<file path="config.mk">
export PLATFORM = sky130hd
export DESIGN_NAME = wallace_mac_pipe
export DESIGN_NICKNAME = d
export VERILOG_FILES = /design/src/rtl/wallace_mac_pipe.sv
export SDC_FILE = /design/constraint.sdc
export NUM_CORES = 1
export LEC_CHECK = 0
export ABC_AREA = 1
export ABC_CLOCK_PERIOD_IN_PS = 4200
export CAP_MARGIN = 20
export CORE_ASPECT_RATIO = 0.5
export CORE_MARGIN = 1.5
export CORE_UTILIZATION = 39
export DETAILED_ROUTE_END_ITERATION = 10
export PLACE_DENSITY = 0.63
export SKIP_LAST_GASP = 1
export SYNTH_ARGS = -nofsm -noshare
export SYNTH_HDL_FRONTEND = slang
export SYNTH_SLANG_ARGS = --single-unit
</file>
<file path="constraint.sdc">
create_clock -name clk -period 4.2 [get_ports clk]
set_input_delay 0.63 -clock clk [delete_from_list [all_inputs] [get_ports clk]]
set_output_delay 0.63 -clock clk [all_outputs]
set_load 0.01 [all_outputs]
</file>
<file path="src/rtl/wallace_mac_pipe.sv">
// Pipelined unsigned multiply-accumulate: Wallace-tree multiplier split by one
// register stage, followed by a dot-product accumulator with sticky overflow.
module wallace_mac_pipe #(
  parameter int WIDTH = 8,
  parameter int ACC_W = 24,
  parameter int CNT_W = 8
) (
  input  logic             clk,
  input  logic             rst,
  input  logic             in_valid,
  output logic             in_ready,
  input  logic [WIDTH-1:0] in_a,
  input  logic [WIDTH-1:0] in_b,
  input  logic             in_last,
  output logic             out_valid,
  input  logic             out_ready,
  output logic [ACC_W-1:0] out_acc,
  output logic             out_ovf,
  output logic [CNT_W-1:0] out_count
);
  localparam int PW = 2 * WIDTH;
  localparam int NR = 3 * WIDTH;

  logic             en;
  logic [2:1]       vld_pipe_q, vld_pipe_d;
  logic [WIDTH-1:0] a_q, a_d, b_q, b_d;
  logic             last1_q, last1_d, last2_q, last2_d;
  logic [PW-1:0]    sum_row, carry_row;
  logic [PW-1:0]    s_row_q, s_row_d, c_row_q, c_row_d;
  logic [PW-1:0]    prod;
  logic [ACC_W-1:0] prod_ext;
  logic [ACC_W:0]   sum;
  logic [CNT_W-1:0] cnt_inc;
  logic [ACC_W-1:0] acc_run_q, acc_run_d, out_acc_q, out_acc_d;
  logic             ovf_run_q, ovf_run_d, out_ovf_q, out_ovf_d;
  logic [CNT_W-1:0] cnt_run_q, cnt_run_d, out_count_q, out_count_d;
  logic             out_valid_q, out_valid_d;

  assign en       = !out_valid_q || out_ready;
  assign in_ready = en;

  always_comb begin
    a_d        = a_q;
    b_d        = b_q;
    last1_d    = last1_q;
    s_row_d    = s_row_q;
    c_row_d    = c_row_q;
    last2_d    = last2_q;
    vld_pipe_d = vld_pipe_q;
    if (en) begin
      a_d        = in_a;
      b_d        = in_b;
      last1_d    = in_last;
      s_row_d    = sum_row;
      c_row_d    = carry_row;
      last2_d    = last1_q;
      vld_pipe_d = {vld_pipe_q[1], in_valid};
    end
  end

  // Wallace reduction: each level compresses row triples with 3:2 counters
  // until only a sum row and a carry row remain for the final adder.
  always_comb begin : tree
    logic [PW-1:0] r  [NR];
    logic [PW-1:0] nx [NR];
    int n, m;
    for (int i = 0; i < NR; i++) begin
      r[i]  = '0;
      nx[i] = '0;
    end
    for (int i = 0; i < WIDTH; i++)
      r[i] = b_q[i] ? (PW'(a_q) << i) : '0;
    n = WIDTH;
    for (int lvl = 0; lvl < WIDTH; lvl++) begin
      if (n > 2) begin
        m = 0;
        for (int i = 0; i < NR; i++) nx[i] = '0;
        for (int j = 0; j < WIDTH; j++) begin
          if (3 * j + 2 < n) begin
            nx[m]     = r[3*j] ^ r[3*j+1] ^ r[3*j+2];
            nx[m + 1] = ((r[3*j] & r[3*j+1]) | (r[3*j] & r[3*j+2]) |
                         (r[3*j+1] & r[3*j+2])) << 1;
            m = m + 2;
          end else if (3 * j < n) begin
            nx[m] = r[3*j];
            m = m + 1;
            if (3 * j + 1 < n) begin
              nx[m] = r[3*j+1];
              m = m + 1;
            end
          end
        end
        for (int i = 0; i < NR; i++) r[i] = nx[i];
        n = m;
      end
    end
    sum_row   = r[0];
    carry_row = r[1];
  end

  assign prod     = s_row_q + c_row_q;
  assign prod_ext = ACC_W'(prod);
  assign sum      = {1'b0, acc_run_q} + {1'b0, prod_ext};
  assign cnt_inc  = (cnt_run_q == '1) ? cnt_run_q : cnt_run_q + CNT_W'(1);

  always_comb begin
    acc_run_d   = acc_run_q;
    ovf_run_d   = ovf_run_q;
    cnt_run_d   = cnt_run_q;
    out_acc_d   = out_acc_q;
    out_ovf_d   = out_ovf_q;
    out_count_d = out_count_q;
    out_valid_d = out_valid_q;
    if (out_valid_q && out_ready) out_valid_d = 1'b0;
    if (en && vld_pipe_q[2]) begin
      if (last2_q) begin
        out_acc_d   = sum[ACC_W-1:0];
        out_ovf_d   = ovf_run_q | sum[ACC_W];
        out_count_d = cnt_inc;
        out_valid_d = 1'b1;
        acc_run_d   = '0;
        ovf_run_d   = 1'b0;
        cnt_run_d   = '0;
      end else begin
        acc_run_d = sum[ACC_W-1:0];
        ovf_run_d = ovf_run_q | sum[ACC_W];
        cnt_run_d = cnt_inc;
      end
    end
  end

  always_ff @(posedge clk) begin
    if (rst) begin
      vld_pipe_q  <= '0;
      a_q         <= '0;
      b_q         <= '0;
      last1_q     <= 1'b0;
      s_row_q     <= '0;
      c_row_q     <= '0;
      last2_q     <= 1'b0;
      acc_run_q   <= '0;
      ovf_run_q   <= 1'b0;
      cnt_run_q   <= '0;
      out_valid_q <= 1'b0;
      out_acc_q   <= '0;
      out_ovf_q   <= 1'b0;
      out_count_q <= '0;
    end else begin
      vld_pipe_q  <= vld_pipe_d;
      a_q         <= a_d;
      b_q         <= b_d;
      last1_q     <= last1_d;
      s_row_q     <= s_row_d;
      c_row_q     <= c_row_d;
      last2_q     <= last2_d;
      acc_run_q   <= acc_run_d;
      ovf_run_q   <= ovf_run_d;
      cnt_run_q   <= cnt_run_d;
      out_valid_q <= out_valid_d;
      out_acc_q   <= out_acc_d;
      out_ovf_q   <= out_ovf_d;
      out_count_q <= out_count_d;
    end
  end

  assign out_valid = out_valid_q;
  assign out_acc   = out_acc_q;
  assign out_ovf   = out_ovf_q;
  assign out_count = out_count_q;
endmodule

</file>
==> results list, run 1 <==
- Hold path depth: 2
* Crit. End Element: flip-flop
- Detailed routing inserted a total of ~6.6k vias.
- After routing, the total negative slack on setup checks comes to 0 ns.
* Average size of a mapped cell: between 6 and 7 µm²
- Width of the die: 199 µm
- The final layout contains ~1.2k nets.
* Final Max Tran Viols: 0
- Time the final worst path needs with I/O delays and setup: roughly 3.2 ns
- In this run, the clock network consumes between 50% and 60% of the power.
- Maximum number of pins on one net before global-route repair: between 40 and 50
* Clock tree from TritonCTS: built
* Clk buf depth: 2
- For this run the aggregate overflow at the end of global routing stands at 0.
- The filler cells instantiated in the layout total between 1.5k and 2k.
* Setup repair after global routing missed its margin: no
- The synthesized netlist devotes 9.21% of its cell area to compound gates.
- Tightest slew margin relative to the limit: a little over half
- The first global-routing pass estimated around 31 mm of wire.
- Outcome: completed
- Row generation in the floorplan step produced 35 rows.
* Number of vias per cell: between 4 and 5
- Once the clock tree was built, the setup fixing pass inserted 0 buffers.
* Root buffer cell: sky130_fd_sc_hd__clkbuf_16
* Detailed-routing iteration count for the pre-antenna-repair pass: 5
* Largest stage delay on the critical path: ~0.60 ns
* Core region area: around 19,000 µm²
- After synthesis the cells add up to 7500 µm².
- Yosys attributes the largest share of cell area to sky130_fd_sc_hd__dfxtp_1 (30%), sky130_fd_sc_hd__nand2_1 (15%), sky130_fd_sc_hd__fa_1 (11%), sky130_fd_sc_hd__inv_1 (8.1%), sky130_fd_sc_hd__ha_1 (7.2%).
- Max cap viols: 0
- Initial antenna violation count: 0
- Layout cell share with drive strength beyond 1: around 7%
- Worst path top cell family by delay: adder cells
* Post-synthesis async set-or-reset flop share: 0%
- Power dissipated by switching net loads: between 700 and 800 µW
* Wire length reported by the detailed router: approximately 19 mm
* Number of CTS-inserted buffers: 17
- The final critical path takes up 76.3% of the cycle.
* Adder-cell share of the synthesized area: 17.8%
* Flops & latches, synth: approximately 110
* Net count after synthesis: between 1k and 1.5k
- Power spread over the standard cell area amounts to roughly 330 nW/µm².
- The internal portion of the total power is around 2.2 mW.
- Highest ir drop seen on vdd: between 300 and 400 µV
* Library cell with the highest instance count after synthesis: sky130_fd_sc_hd__nand2_1
- Clock skew after layout: between 0.015 and 0.02 ns
- Counting every sink on the clock net gives around 110.
- Crit-path slowest cell: sky130_fd_sc_hd__dfxtp_1
* Total setup violations reported at the end of the flow: 0
- DPL Wire Length: between 10 and 15 mm
- Vertical die dimension: 101 µm
* Portion of synthesized cell area occupied by the leading cell type: 30.2%
- Depth of the worst register-to-register path: 10
* Data required time at the worst endpoint: ~4.5 ns
- Routed WL per cell: around 13 µm
- Maximum clock rate: 0.312 GHz
- After synthesis, the largest family of logic cells by area is simple AND/OR/NAND/NOR gates.
- Worst-margin pin slew: roughly 0.7 ns
- The number of antenna diodes in the final layout is 0.
* Post-Synth XOR/XNOR Area: approximately 2.3%
- Total of warnings raised by yosys: 0
- Buffers placed on the I/O ports in this run total 55.
- Effective utilization at floorplan: 40.3%
* Worst Path Buf+Inv: 3
- Combinational cells account for a little under a tenth of the total power.
- The floorplan step defined a die boundary enclosing roughly 20,000 µm².
- Counting flops with a built-in enable in the synthesized netlist gives 0.
* CP Max Fanout: 9
* Instance count of the mapped netlist: 1,076
* Share of cell area taken by muxes after synthesis: 0%
- Sequential cell fraction of total power: approximately two fifths
* # resized after CTS: 0
- Count of H-tree levels built during CTS: 4
- The final number of hold-violating endpoints came to 0.
- After detailed routing, the number of remaining DRC violations is 0.
- Post-synth cell types: 35
- The cell that appears most often on the critical path is sky130_fd_sc_hd__fa_1.
* Area share of and/or/nand/nor cells after synthesis: ~30%
* Remaining antenna violation count: 0
- For this design, the CTS-stage hold fixing added 0 buffers.
* Dominant synthesized flop cell: sky130_fd_sc_hd__dfxtp_1
* WHS: approximately 0.45 ns
* Initial DRC count: 325
- Type of element launching the critical path: flip-flop
- In the global route stage, overall resource usage came out at about a fifth.
- Clock transition at the registers of the reported paths: 0.06 ns
- Critical Setup Path Class: reg -> reg
* Via count of the first global-routing pass: ~6.4k
- Summed over all cells, the static leakage comes to about 4.7 nW.
* Number of primary I/O pins: 56
- The congestion estimate from routability-driven global placement came to between 0.8 and 0.9.
* Share of synthesized area occupied by flip-flops and latches: between 30% and 40%
- Clock latency on the worst-skew pair: ~0.43 ns
* Worst Hold Class: reg -> reg
* Total number of cells along the worst setup path: 10
- Data arrival at the endpoint of the critical path: ~3.5 ns
* Area leader, netlist: sky130_fd_sc_hd__dfxtp_1
- Sequence of cells on the critical path: nand2_1, inv_1, fa_1, fa_1, inv_1, fa_1, inv_1, fa_1, o21ai_0, nor2_1
- Fraction of power spent switching nets: about a quarter
* Area growth syn-to-layout: 18.1%
* Register-to-register setup slack: 1.0 ns
* Most common library cells after synthesis: sky130_fd_sc_hd__nand2_1 (293), sky130_fd_sc_hd__inv_1 (161), sky130_fd_sc_hd__nor2_1 (127)
[metal layers]
layer / global-route usage [%] / up-vias / part of all wire [%]
met5: 0 / - / 0
met4: 6.47 / 0 / 1.6
met3: 3.85 / 27 / 3.2
met2: 33.4 / 102 / 46
met1: 25.9 / 3084 / 49
li1: - / 3399 / -
[metrics by stage]
step	setup slack [ns]	power [mW]	util, %	std cells	instance area (µm²)
final	0.997	2.92	47.6	1382	8860
after global routing	0.737	3.04	47.6	1382	8860
after CTS	1.02	2.95	47.5	1381	8840
after detailed placement	1.06	1.44	44.3	1350	8240
after global placement	1.08	1.43	44.3	1350	8240
after floorplan	1.21	1.36	-	1076	7500
[worst register-to-register path: stages (launching register included)]
cell	delay [ns]
sky130_fd_sc_hd__dfxtp_1	0.60
sky130_fd_sc_hd__nand2_1	0.11
sky130_fd_sc_hd__inv_1	0.09
sky130_fd_sc_hd__fa_1	0.43
sky130_fd_sc_hd__fa_1	0.48
sky130_fd_sc_hd__inv_1	0.06
sky130_fd_sc_hd__fa_1	0.55
sky130_fd_sc_hd__inv_1	0.06
sky130_fd_sc_hd__fa_1	0.45
sky130_fd_sc_hd__o21ai_0	0.20
sky130_fd_sc_hd__nor2_1	0.05
[registers in the layout, summed over array words and instances, names as in the netlist]
| register | count |
|---|---|
| vld_pipe_q | 2 |
| s_row_q | 15 |
| c_row_q | 11 |
| out_valid | 1 |
| acc_run_q | 24 |
| last1_q | 1 |
| a_q | 8 |
| cnt_run_q | 8 |
| out_count | 8 |
| last2_q | 1 |
| out_ovf | 1 |
| out_acc | 24 |
| b_q | 8 |
| ovf_run_q | 1 |
[cell usage in the layout (no fill, tap or decap), types with 2 or more instances in the layout]
cell type,Yosys,layout
sky130_fd_sc_hd__nand3b_1,5,5
sky130_fd_sc_hd__clkdlybuf4s50_1,0,55
sky130_fd_sc_hd__clkbuf_8,0,3
sky130_fd_sc_hd__a22o_1,14,14
sky130_fd_sc_hd__nor2_1,127,125
sky130_fd_sc_hd__buf_4,1,8
sky130_fd_sc_hd__dfxtp_1,113,113
sky130_fd_sc_hd__clkinvlp_4,0,2
sky130_fd_sc_hd__xnor2_1,3,3
sky130_fd_sc_hd__a21oi_2,3,3
sky130_fd_sc_hd__nand3_1,55,55
sky130_fd_sc_hd__ha_1,43,43
sky130_fd_sc_hd__a21oi_1,48,48
sky130_fd_sc_hd__nand2_2,14,14
sky130_fd_sc_hd__nand4_1,8,8
sky130_fd_sc_hd__nor3_2,2,2
sky130_fd_sc_hd__nand3_2,6,6
sky130_fd_sc_hd__o21bai_1,2,2
sky130_fd_sc_hd__fa_1,40,40
sky130_fd_sc_hd__xor2_1,17,17
sky130_fd_sc_hd__clkinv_2,0,4
sky130_fd_sc_hd__inv_1,161,161
sky130_fd_sc_hd__or2_2,3,3
sky130_fd_sc_hd__clkbuf_16,0,17
sky130_fd_sc_hd__nand2_1,293,293
sky130_fd_sc_hd__nor2_2,7,9
sky130_fd_sc_hd__bufinv_16,0,3
sky130_fd_sc_hd__o21ai_0,53,53
[power groups by stage]
stage | clock network [mW] | logic (mW) | registers [mW]
2_1_floorplan | 0 | 0.218 | 1.14
3_3_place_gp | 0 | 0.269 | 1.17
3_5_place_dp | 0 | 0.274 | 1.17
4_1_cts | 1.53 | 0.279 | 1.14
5_1_grt | 1.58 | 0.317 | 1.15
6_report | 1.50 | 0.277 | 1.14
[worst paths after layout]
| check | start | end |
|---|---|---|
| max | a_q[5] | s_row_q[9] |
| min | out_acc[10] | out_acc[10] |
| max reg2reg | a_q[5] | s_row_q[9] |
| min reg2reg | out_acc[10] | out_acc[10] |
[cell type report]
class / instances / area [µm²] / share of cell area (%)
clock buffers: 21 / 470 / 5.31
flip-flops and latches: 113 / 2260 / 25.5
inverters: 162 / 608 / 6.87
repair buffers: 64 / 626 / 7.06
clock inverters: 10 / 134 / 1.51
multi-input cells: 753 / 4430 / 50.0
well taps: 259 / 324 / 3.66
[kinds of logic after synthesis]
group	after synthesis
AND/OR/NAND/NOR	527
buffers and inverters	210
AO/OA/AOI/OAI	123
flip-flops	113
adder cells (fa/ha/maj)	83
XOR/XNOR	20
No activity file was read; power rests on OpenSTA's default activity.
==> run 2: changes to the inputs <==
ABC_CLOCK_PERIOD_IN_PS = 2600   (was 4200)
PLACE_DENSITY = 0.65   (was 0.63)
clock period = 2.6 ns   (was 4.2 ns; I/O delays follow)
==> run 2 against run 1 <==
Net effect:
- clock skew shrank 0.0022 ns
- maximum frequency up 12%
- the run now ends with negative setup slack left
- global-route usage up 0.37 points
- count of clock-buffer cells in the layout is the same
- die area unchanged
- cell count up 6.2%
- sequential share of layout area down 3.6 points
- combinational power rose to 2.7 times the previous value
==> results list, run 2 (same netlist as run 1, synthesis figures left out) <==
* Power dissipated by switching net loads: 1.29 mW (was 738 µW)
- The post-route met1 wirelength came to 9.50 mm (was 9.22 mm).
- Power per cell area: 477 nW/µm² (was 330 nW/µm²)
- The number of I/O pins came to 56 (unchanged).
- Setup repair after global routing missed its margin: yes (was no)
- The number of buffers created by CTS is 17 (unchanged).
- The vertical extent of the die came to 101 µm (unchanged).
- The share of post-route cells with drive strength above 1 came to 29.3% (was 7.12%).
* Initial DRC count: 298 (was 325)
* Relative contribution of combinational cells to total power: 15.1% (was 9.5%)
* Worst Hold End: out_acc[9] (was out_acc[10])
- The leakage power figure was 5.33 nW (was 4.65 nW).
- Highest ir drop seen on vdd: 478 µV (was 304 µV)
* Depth of the worst register-to-register path: 10 (unchanged)
* Critical Setup Path Class: reg -> reg (unchanged)
- Setup_tns: -4.11 ns (was 0 ns)
* Most frequent cells in the layout: sky130_fd_sc_hd__nand2_1 (238), sky130_fd_sc_hd__inv_1 (135), sky130_fd_sc_hd__nor2_1 (110) (was sky130_fd_sc_hd__nand2_1 (293), sky130_fd_sc_hd__inv_1 (161), sky130_fd_sc_hd__nor2_1 (125))
* Worst-margin pin slew: 1.14 ns (was 0.699 ns)
- Area of the die: 20,100 µm² (unchanged)
- Register-to-register setup slack: -0.25 ns (was 1.0 ns)
- The average wire length per cell after detail routing was 13.6 µm (was 13.5 µm).
* Post-detailed-route DRC marker count: 0 (unchanged)
* Number of standard-cell rows in the floorplan: 35 (unchanged)
- The pin count of the biggest net entering global routing is 48 (unchanged).
- The area taken by multi-input logic gates is 5330 µm² (was 4430 µm²).
- Final design utilization: 56.4% (was 47.6%)
- Number of vias per cell: 4.74 (was 4.78)
- Reg-to-reg startpoint: b_q[3] (was a_q[5])
- Width of the die: 199 µm (unchanged)
- Clock skew after layout: 0.0140 ns (was 0.0162 ns)
- The kind of launch point of the worst setup path is a flip-flop (unchanged).
- Wire length reported by the detailed router: 19.9 mm (was 18.6 mm)
- The endpoint kind of the worst setup timing path is a flip-flop (unchanged).
- Most common cell after layout, fill and taps aside: sky130_fd_sc_hd__nand2_1 (unchanged)
* Met3 routed WL: 602 µm (was 603 µm)
* DPL Wire Length: 13.7 mm (was 13.6 mm)
- The number of global-route vias before repair came to 6,865 (was 6,419).
- Post-CTS Hold Fix Bufs: 0 (unchanged)
- The worst reg2reg path endpoint is s_row_q[7] (was s_row_q[9]).
- Sequential cell fraction of total power: 36.7% (was 39.1%)
* Clock tree from TritonCTS: built (unchanged)
- The met2 wire length was 9.45 mm (was 8.51 mm).
- The total area of sequential cells was 2300 µm² (was 2260 µm²).
* Clk buf depth: 2 (unchanged)
- The clock insertion delay at the later pin of the skew report is 0.43 ns (about the same).
- The count of H-tree levels built during CTS was 4 (unchanged).
- Placement-stage worst setup slack: -0.296 ns (was 1.06 ns)
- The clock tree root buffer cell was sky130_fd_sc_hd__clkbuf_16 (unchanged).
- Launch point of the worst hold path: out_acc[9] (was out_acc[10])
* Grt total ovfl: 0 (unchanged)
* Count of buffers from port buffering: 55 (unchanged)
* Vias: 6,951 (was 6,612)
* Max cap viols: 0 (unchanged)
- Final antenna diode count: 0 (unchanged)
- The worst-case headroom to the max-slew limit came to 23.9% (was 53.3%).
* Initial antenna violation count: 0 (unchanged)
- Final Max Tran Viols: 0 (unchanged)
- Area growth syn-to-layout: 40.0% (was 18.1%)
* Effective utilization at floorplan: 40.3% (unchanged)
- The worst min-delay path category is reg -> reg (unchanged).
- Maximum clock rate: 0.351 GHz (was 0.312 GHz)
- Routability-driven placement congestion ratio: 0.887 (was 0.899)
- Smallest setup slack after layout: -0.253 ns (was 0.997 ns)
- Data arrival at the endpoint of the critical path: 3.16 ns (was 3.51 ns)
- The share of total power consumed by net switching is 25.8% (was 25.3%).
* Remaining antenna violation count: 0 (unchanged)
* Hold path depth: 2 (unchanged)
* Outcome: finished, violations left (was completed)
- Max Used Layer: met4 (unchanged)
- The number of detailed-route iterations in the first pass came to 5 (unchanged).
- The number of nets in the layout was 1,300 (was 1,215).
* Pint: 3.72 mW (was 2.18 mW)
* WHS: 0.445 ns (was 0.453 ns)
- Final hold violations: 0 (unchanged)
- The floorplan core area is 18,600 µm² (unchanged).
- The final critical-path required period came to 2.85 ns (was 3.20 ns).
- Violations in the final reports: negative setup slack
- The final-layout fill cell count was 1,667 (was 1,880).
- CP Max Fanout: 5 (was 9)
* All-layer global routing usage: 20.3% (was 19.9%)
- The wire length of the first global-routing pass is 32.4 mm (was 31.4 mm).
- Clock share of power: 48.2% (was 51.4%)
- The CTS clock-pin slew for the worst setup and hold paths is 0.06 ns (about the same).
- Data required time at the worst endpoint: 2.91 ns (was 4.50 ns)
* Clk sink count: 113 (unchanged)
- Total setup violations reported at the end of the flow: 36 (was 0)
- The final worst-path cycle share is 110% (was 76.3%).
[run 2: how the worst max path moves through the flow]
stage / startpoint / end / slack [ns] / cells past startpoint
6_report: b_q[3] / s_row_q[7] / -0.25 / 10
5_1_grt: a_q[3] / s_row_q[7] / -0.36 / 10
4_1_cts: b_q[3] / s_row_q[7] / -0.24 / 10
3_5_place_dp: b_q[5] / s_row_q[9] / -0.30 / 10
3_3_place_gp: s_row_q[8] / acc_run_q[18] / -0.26 / 17
2_1_floorplan: a_q[4] / s_row_q[7] / -0.21 / 11
[run 2: layout make-up]
cell class	count	share of cell area (%)
clock inverters	10	1.28
multi-input cells	753	50.7
well taps	259	3.09
inverters	162	5.86
repair buffers	149	12.6
clock buffers	21	4.48
flip-flops and latches	113	22.0
[run 2: stage by stage]
stage / instance area (µm²) / instances / total power [mW]
6_report: 10500 / 1467 / 5.01
5_1_grt: 10500 / 1467 / 5.20
4_1_cts: 9810 / 1454 / 4.89
3_5_place_dp: 8780 / 1415 / 2.42
3_3_place_gp: 8780 / 1415 / 2.40
2_1_floorplan: 7640 / 1076 / 2.22
[run 2: power groups by stage]
stage | Clock [mW] | Combinational (mW) | Sequential [mW]
floorplan | 0 | 0.377 | 1.84
detailed placement | 0 | 0.555 | 1.86
CTS | 2.44 | 0.617 | 1.83
global route | 2.52 | 0.836 | 1.84
global placement | 0 | 0.542 | 1.86
finish | 2.41 | 0.758 | 1.84
[run 2: what timing repair did]
| action | in CTS | in global routing |
|---|---|---|
| gates cloned | 0 | 0 |
| pin swaps | 74 | 100 |
| setup buffers | 9 | 14 |
| endpoints found under the hold margin | 0 | 0 |
| setup endpoints to repair | 46 | 50 |
| resized for setup | 106 | 152 |
[run 2: critical path, stage by stage (launching register included)]
cell and delay [ns]:
sky130_fd_sc_hd__dfxtp_4 0.36, sky130_fd_sc_hd__nand2_2 0.07, sky130_fd_sc_hd__inv_2 0.04, sky130_fd_sc_hd__fa_1 0.54, sky130_fd_sc_hd__inv_2 0.04, sky130_fd_sc_hd__fa_2 0.56
sky130_fd_sc_hd__inv_2 0.04, sky130_fd_sc_hd__fa_1 0.49, sky130_fd_sc_hd__fa_1 0.42, sky130_fd_sc_hd__o21ai_1 0.14, sky130_fd_sc_hd__nor2_1 0.05
[run 2: metal layers]
metal / vias to the layer above / global-route usage, %
met1: 3252 / 27.0
met3: 30 / 3.21
li1: 3571 / -
met2: 98 / 33.6
met4: 0 / 7.23
met5: - / 0
